$ cat config.mk
export PLATFORM = sky130hd
export DESIGN_NAME = nes_audio_dac_out
export DESIGN_NICKNAME = d
export VERILOG_FILES = /design/src/rtl/nes_audio_pkg.sv /design/src/rtl/nes_dsm_chan.sv /design/src/rtl/nes_audio_dac_out.sv
export SDC_FILE = /design/constraint.sdc
export NUM_CORES = 1
export LEC_CHECK = 0
export CELL_PAD_IN_SITES_DETAIL_PLACEMENT = 1
export CELL_PAD_IN_SITES_GLOBAL_PLACEMENT = 1
export CORE_MARGIN = 4
export CORE_UTILIZATION = 47
export CTS_CLUSTER_DIAMETER = 30
export CTS_CLUSTER_SIZE = 20
export DETAILED_ROUTE_END_ITERATION = 7
export GPL_TIMING_DRIVEN = 0
export PLACE_DENSITY_LB_ADDON = 0.2
export SYNTH_ARGS = -nofsm -noshare
export SYNTH_HDL_FRONTEND = slang
export SYNTH_SLANG_ARGS = --single-unit
$ cat constraint.sdc
create_clock -name m_clock -period 5.6 [get_ports m_clock]
set_input_delay 1.4 -clock m_clock [delete_from_list [all_inputs] [get_ports m_clock]]
set_output_delay 1.4 -clock m_clock [all_outputs]
set_load 0.005 [all_outputs]
$ cat src/rtl/nes_audio_pkg.sv
// Shared constants and helpers for the NES audio delta-sigma DAC output stage.
package nes_audio_pkg;

  localparam int          MAX_CHANNELS = 8;
  localparam logic [15:0] LFSR_SEED    = 16'hACE1;
  // Right-shifting Fibonacci form: bits 0,2,3,5 correspond to taps 16,14,13,11.
  localparam logic [15:0] LFSR_TAPS    = 16'h002D;

  function automatic logic [15:0] lfsr_next(input logic [15:0] s);
    return {^(s & LFSR_TAPS), s[15:1]};
  endfunction

  // Drop the fraction bits and clamp to the DAC full-scale code.
  function automatic logic [31:0] sat_shift(input logic [31:0] sum,
                                            input int unsigned frac_w,
                                            input int unsigned dac_w);
    logic [31:0] q;
    logic [31:0] mx;
    q  = sum >> frac_w;
    mx = (32'd1 << dac_w) - 32'd1;
    return (q > mx) ? mx : q;
  endfunction

endpackage

$ cat src/rtl/nes_dsm_chan.sv
// One channel of the first-order error-feedback modulator: holds the active
// sample, the fraction accumulator and the registered DAC code.
module nes_dsm_chan
  import nes_audio_pkg::*;
#(
  parameter int IN_W  = 16,
  parameter int DAC_W = 6
) (
  input  logic             m_clock,
  input  logic             p_reset,
  input  logic             tick,
  input  logic             mute,
  input  logic             use_pend,
  input  logic             dith,
  input  logic [IN_W-1:0]  pend,
  output logic [DAC_W-1:0] dac
);

  localparam int F  = IN_W - DAC_W;
  localparam int SW = IN_W + 1;

  logic [IN_W-1:0]  active_q, active_d;
  logic [F-1:0]     acc_q, acc_d;
  logic [DAC_W-1:0] dac_q, dac_d;
  logic [IN_W-1:0]  src;
  logic [SW-1:0]    sum;
  logic [DAC_W-1:0] q;

  always_comb begin
    src      = use_pend ? pend : active_q;
    sum      = {1'b0, src} + SW'(acc_q) + SW'(dith);
    q        = DAC_W'(sat_shift(32'(sum), F, DAC_W));
    active_d = active_q;
    acc_d    = acc_q;
    dac_d    = dac_q;
    if (tick) begin
      active_d = src;
      if (mute) begin
        acc_d = '0;
        dac_d = '0;
      end else begin
        // On saturation the carry is simply lost with the upper sum bits.
        acc_d = sum[F-1:0];
        dac_d = q;
      end
    end
  end

  always_ff @(posedge m_clock) begin
    if (p_reset) begin
      active_q <= '0;
      acc_q    <= '0;
      dac_q    <= '0;
    end else begin
      active_q <= active_d;
      acc_q    <= acc_d;
      dac_q    <= dac_d;
    end
  end

  assign dac = dac_q;

endmodule

$ cat src/rtl/nes_audio_dac_out.sv
// NES audio output stage: tick divider, one-deep sample buffer with valid/ready,
// and CHANNELS delta-sigma modulators. Define NES_DAC_DITHER_EN for LFSR dither.
module nes_audio_dac_out
  import nes_audio_pkg::*;
#(
  parameter int CHANNELS = 2,
  parameter int IN_W     = 16,
  parameter int DAC_W    = 6,
  parameter int RATE_DIV = 1
) (
  input  logic                      m_clock,
  input  logic                      p_reset,
  input  logic                      in_valid,
  output logic                      in_ready,
  input  logic [CHANNELS*IN_W-1:0]  in_data,
  input  logic                      mute,
  output logic [CHANNELS*DAC_W-1:0] dac_out,
  output logic                      dac_stb
);

  logic [15:0]              cnt_q, cnt_d;
  logic                     tick;
  logic                     pend_full_q, pend_full_d;
  logic [CHANNELS*IN_W-1:0] pend_q, pend_d;
  logic                     dac_stb_q, dac_stb_d;
  logic                     accept;
  logic [CHANNELS-1:0]      dith;

  assign in_ready = !pend_full_q;
  assign accept   = in_valid && in_ready;
  assign tick     = (cnt_q == 16'(RATE_DIV - 1));

  always_comb begin
    cnt_d       = tick ? 16'd0 : cnt_q + 16'd1;
    pend_d      = accept ? in_data : pend_q;
    // A load can only happen while empty, so it never races a tick-side clear.
    pend_full_d = accept ? 1'b1 : (tick ? 1'b0 : pend_full_q);
    dac_stb_d   = tick;
  end

  always_ff @(posedge m_clock) begin
    if (p_reset) begin
      cnt_q       <= '0;
      pend_q      <= '0;
      pend_full_q <= 1'b0;
      dac_stb_q   <= 1'b0;
    end else begin
      cnt_q       <= cnt_d;
      pend_q      <= pend_d;
      pend_full_q <= pend_full_d;
      dac_stb_q   <= dac_stb_d;
    end
  end

`ifdef NES_DAC_DITHER_EN
  logic [15:0] lfsr_q, lfsr_d;

  always_comb lfsr_d = tick ? lfsr_next(lfsr_q) : lfsr_q;

  always_ff @(posedge m_clock) begin
    if (p_reset) lfsr_q <= LFSR_SEED;
    else         lfsr_q <= lfsr_d;
  end

  assign dith = lfsr_q[CHANNELS-1:0];
`else
  assign dith = '0;
`endif

  for (genvar c = 0; c < CHANNELS; c++) begin : g_chan
    nes_dsm_chan #(
      .IN_W (IN_W),
      .DAC_W(DAC_W)
    ) u_chan (
      .m_clock (m_clock),
      .p_reset (p_reset),
      .tick    (tick),
      .mute    (mute),
      .use_pend(pend_full_q),
      .dith    (dith[c]),
      .pend    (pend_q[c*IN_W +: IN_W]),
      .dac     (dac_out[c*DAC_W +: DAC_W])
    );
  end

  assign dac_stb = dac_stb_q;

endmodule

==> results <==
- The tool flagged a number of max-cap violations equal to 0.
- The number of primary I/O pins is 50.
- The HPWL reported at the end of detailed placement is 11200 um.
- The dominant cell type by area after synthesis is dfxtp_1.
- The total negative setup slack is 0 ps.
- Counting cells, the worst reg-to-reg path comes to 12.
- The hold violation total from the final report is 0.
- The buffer count from post-CTS setup fixing is 0.
- The number of max-slew violations in the final report is 0.
- The net count after synthesis is 699.
- In the post-synthesis netlist, the biggest area contributors are dfxtp_1 41%, nand2_1 7.6%, mux2i_1 5.7%.
- The number of nets still failing antenna checks after routing is 0.
- Post-CTS repair changed the size of 0 cells.
- The via count of the first global-routing pass is 5094.
- Of the available clock period, the critical path in the final layout requires 62.3%.
- The number of CTS-inserted buffers is 17.
- The most critical setup path has its startpoint at pend_full_q.
- Port buffering added 48 buffers.
- The number of synthesis warnings is 0.
- Across all layers, the routed design uses 4898 vias.
- The share of synthesized area in the top cell type comes to 40.8%.
- The post-detailed-routing wire length is 15600 um.
- The clock-pin slew of the registers on the worst-case setup and hold paths is 50 ps.
- The largest driver fanout on the critical path is 10.
- In this run the power density over the cells is 305 nW/um^2.
- The final period demand of the worst path is 3490 ps.
- The sequential fraction of the synthesis area is 40.8%.
- Global routing used 28.3% of the available met1 tracks.
- The nature of the critical path endpoint is a flip-flop.
- The root buffer cell is clkbuf_16.
- The class of the tightest hold or removal check is flip-flop to flip-flop.
- The post-placement worst setup slack is 2120 ps.
- The fmax is 0.287 GHz.
- The met2 usage in global routing is 41.6%.
- For met3 alone, demand over resource in global routing was 5.19%.
- In this run, the number of DRC markers left after iteration 0 of detailed routing was 213.
- Setup slack closes at 2110 ps.
- Counting along the longest clock path gives a buffer depth of 2.
- The run finished with clean final reports.
- The worst register-to-register path begins at pend_full_q.
- The start-to-end type of the worst setup path is flip-flop to flip-flop.
- The standard cell core area is 11500 um^2.
- The number of detailed-routing iterations run before antenna repair is 4.
- The count of fill cells added during filler insertion is 1368.
- The worst pin sits at a relative slew slack of 56.5%.
- Entering global routing, the biggest net connects 17 pins.
- Data on the critical path arrives at its endpoint at 3800 ps.
- The tree built by TritonCTS fans out to 114 sinks.
- The clock insertion delay at the later pin of the skew report is 420 ps.
- In the synthesized netlist the dominant register cell turns out to be dfxtp_1.
- Across the whole layout, storage elements account for 2280 um^2.
- The mean routed wirelength per cell is 18.1 um.
- The post-route netlist has 12.4% of its cells at a drive strength greater than 1.
- In this run the critical register-to-register path is captured at g_chan[1].u_chan.dac[5].
- In this run the number of H-tree levels came out at 4.
- The initial antenna violation count was 0.
- The clock tree from TritonCTS is yes.
- The leakage component of the power is 0.00281 uW.
- A synthesized cell averages 8.75 um^2.
- The initialized floorplan defines 39 standard-cell rows.
- The synthesized netlist contains 65 unique library cells.
- At the pin with the least slew margin, the transition time is 653 ps.
- Across all register-to-register paths, the minimum setup slack is 2110 ps.
- The placer's final routability congestion estimate is 0.819.
- The synthesis-to-layout area growth is 22.4%.
- Clock skew on the completed layout was measured at 6.26 ps.
- The hold buffer count at CTS is 0.
- The initial utilization of the core area, before any placement, comes to 48.6%.
- Across every metal layer, demand over resource in global routing totals 23.9%.
- The via count normalized by instance count is 5.68.
- The most critical setup path has its endpoint at g_chan[1].u_chan.dac[5].
- The count of antenna diodes in the layout is 0.
- Data on the critical path is required at its endpoint by 5910 ps.
- Counting flops and latches in the post-synthesis netlist gives 114.
- The mapped netlist covers 5590 um^2.
- The vertical extent of the die is 117 um.
- Across the VDD grid, the largest voltage drop is 0.178 mV.
- The highest-utilization routing layer at the global route stage is met2.
- The category of the worst setup path launch point is a flip-flop.
- The final setup violation count is 0.
- After detailed routing, the number of remaining DRC violations is 0.
- For this run, the post-layout net count is 766.
- In the synthesized netlist the async set-or-reset flop fraction comes to 0%.
- The number of synthesized flops with an enable pin is 0.
- The multi-input combinational cells in the finished layout cover a total of 3080 um^2.
- The die span in x is 117 um.
- The cell count after synthesis is 639.
- The total grt overflow is 0.
- The first global-routing pass estimated 25200 um of wire.
- The floorplan step defined a die boundary enclosing 13700 um^2.
- Setup repair after global routing left no endpoint under its margin.
## cell families after synthesis
family,share of synthesized area (%)
xor+xnor,4.70
fa+ha+maj,5.64
buf+inv,4.07
mux,9.82
simple gates,18.6
flops,40.8
compound gates,16.4
## cell usage in the layout (no fill, tap or decap), types with 3 or more instances in the layout
cell             netlist  routed
clkbuf_1              13      17
nor3_1                 7       7
nor2_1                54      54
clkbuf_16              0      17
o21ai_1                5       5
xnor2_1               10      10
o31ai_1                3       3
buf_2                 17      17
a211oi_1               9       9
nand2b_1               8       8
mux2i_1               32      32
xor2_1                20      20
nor2b_1                6       6
o211ai_1               6       6
or3_1                  3       3
a21oi_1               58      58
o21ai_0               18      18
mux2_2                19      19
buf_4                  3       3
a32o_1                 5       5
nand2_1              113     113
nand4_1                4       4
ha_1                  22      22
a21o_1                 5       5
and2_1                 4       4
inv_1                 12      12
clkbuf_8               0       8
clkdlybuf4s50_1        0      48
o21ai_2                3       3
dfxtp_1              114     114
nand3_1               19      19
## worst min-delay path by stage
| stage | cells after the start | startpoint | to |
|---|---|---|---|
| after floorplan | 2 | g_chan[0].u_chan.acc_q[3] | g_chan[0].u_chan.acc_q[3] |
| after global placement | 2 | g_chan[0].u_chan.acc_q[5] | g_chan[0].u_chan.acc_q[5] |
| after detailed placement | 1 | cnt_q[0] | cnt_q[0] |
| after CTS | 2 | pend_q[6] | pend_q[6] |
| after global routing | 2 | pend_q[6] | pend_q[6] |
| final | 2 | pend_q[6] | pend_q[6] |
## cell type report
type	instances	share of cell area [%]
inverters	13	0.713
clock inverters	3	0.585
well taps	143	2.62
flip-flops and latches	114	33.4
repair buffers	48	7.02
multi-input cells	477	45.0
plain buffers	35	2.62
clock buffers	29	8.05
## critical path: stages (launching register included)
cell and delay, ps:
dfxtp_1 440, buf_6 210, buf_6 170, buf_2 250
mux2i_1 530, inv_1 110, ha_1 310, a21o_1 190
a21oi_2 190, o21ai_2 140, a311oi_4 420, o311ai_1 160
a32o_1 260
## routing by layer
| metal | part of all wire, % | routed length, um |
|---|---|---|
| met2 | 49 | 7700 |
| met5 | 0 | 0 |
| met1 | 44 | 6850 |
| met3 | 4.3 | 674 |
| met4 | 2.5 | 397 |
## sequential cells by signal (all words and copies together) (netlist names)
name and count:
cnt_q 16, dac_stb 1, g_chan.u_chan.acc_q 20, g_chan.u_chan.active_q 32
g_chan.u_chan.dac 12, pend_full_q 1, pend_q 32
## through the flow
| stage | utilization, % | power, uW | instance area, um^2 | std cells | hold WS (ps) |
|---|---|---|---|---|---|
| after CTS | 59.4 | 2100 | 6840 | 862 | 464 |
| after detailed placement | 54.3 | 1040 | 6250 | 830 | 454 |
| final | 59.4 | 2090 | 6840 | 862 | 456 |
| after global routing | 59.4 | 2160 | 6840 | 862 | 469 |
| after global placement | 54.3 | 1030 | 6250 | 830 | 439 |
| after floorplan | - | 970 | 5590 | 639 | 429 |
## where the power goes
part / internal (uW) / switching [uW] / leakage, uW
Sequential: 839 / 19.5 / 0.000926
Clock: 703 / 359 / 0.000294
Combinational: 74.1 / 91.9 / 0.00159
Total: 1620 / 471 / 0.00281
## synth_stat cells (all sizes together), types with 6 or more instances
cell	count
nand2	115
dfxtp	114
a21oi	61
nor2	54
mux2i	32
o21ai	26
buf	22
ha	22
mux2	20
nand3	20
xor2	20
clkbuf	13
inv	13
a211oi	10
xnor2	10
nand2b	8
nor3	7
o211ai	7
nor2b	6
No activity file was read; power rests on OpenSTA's default activity.
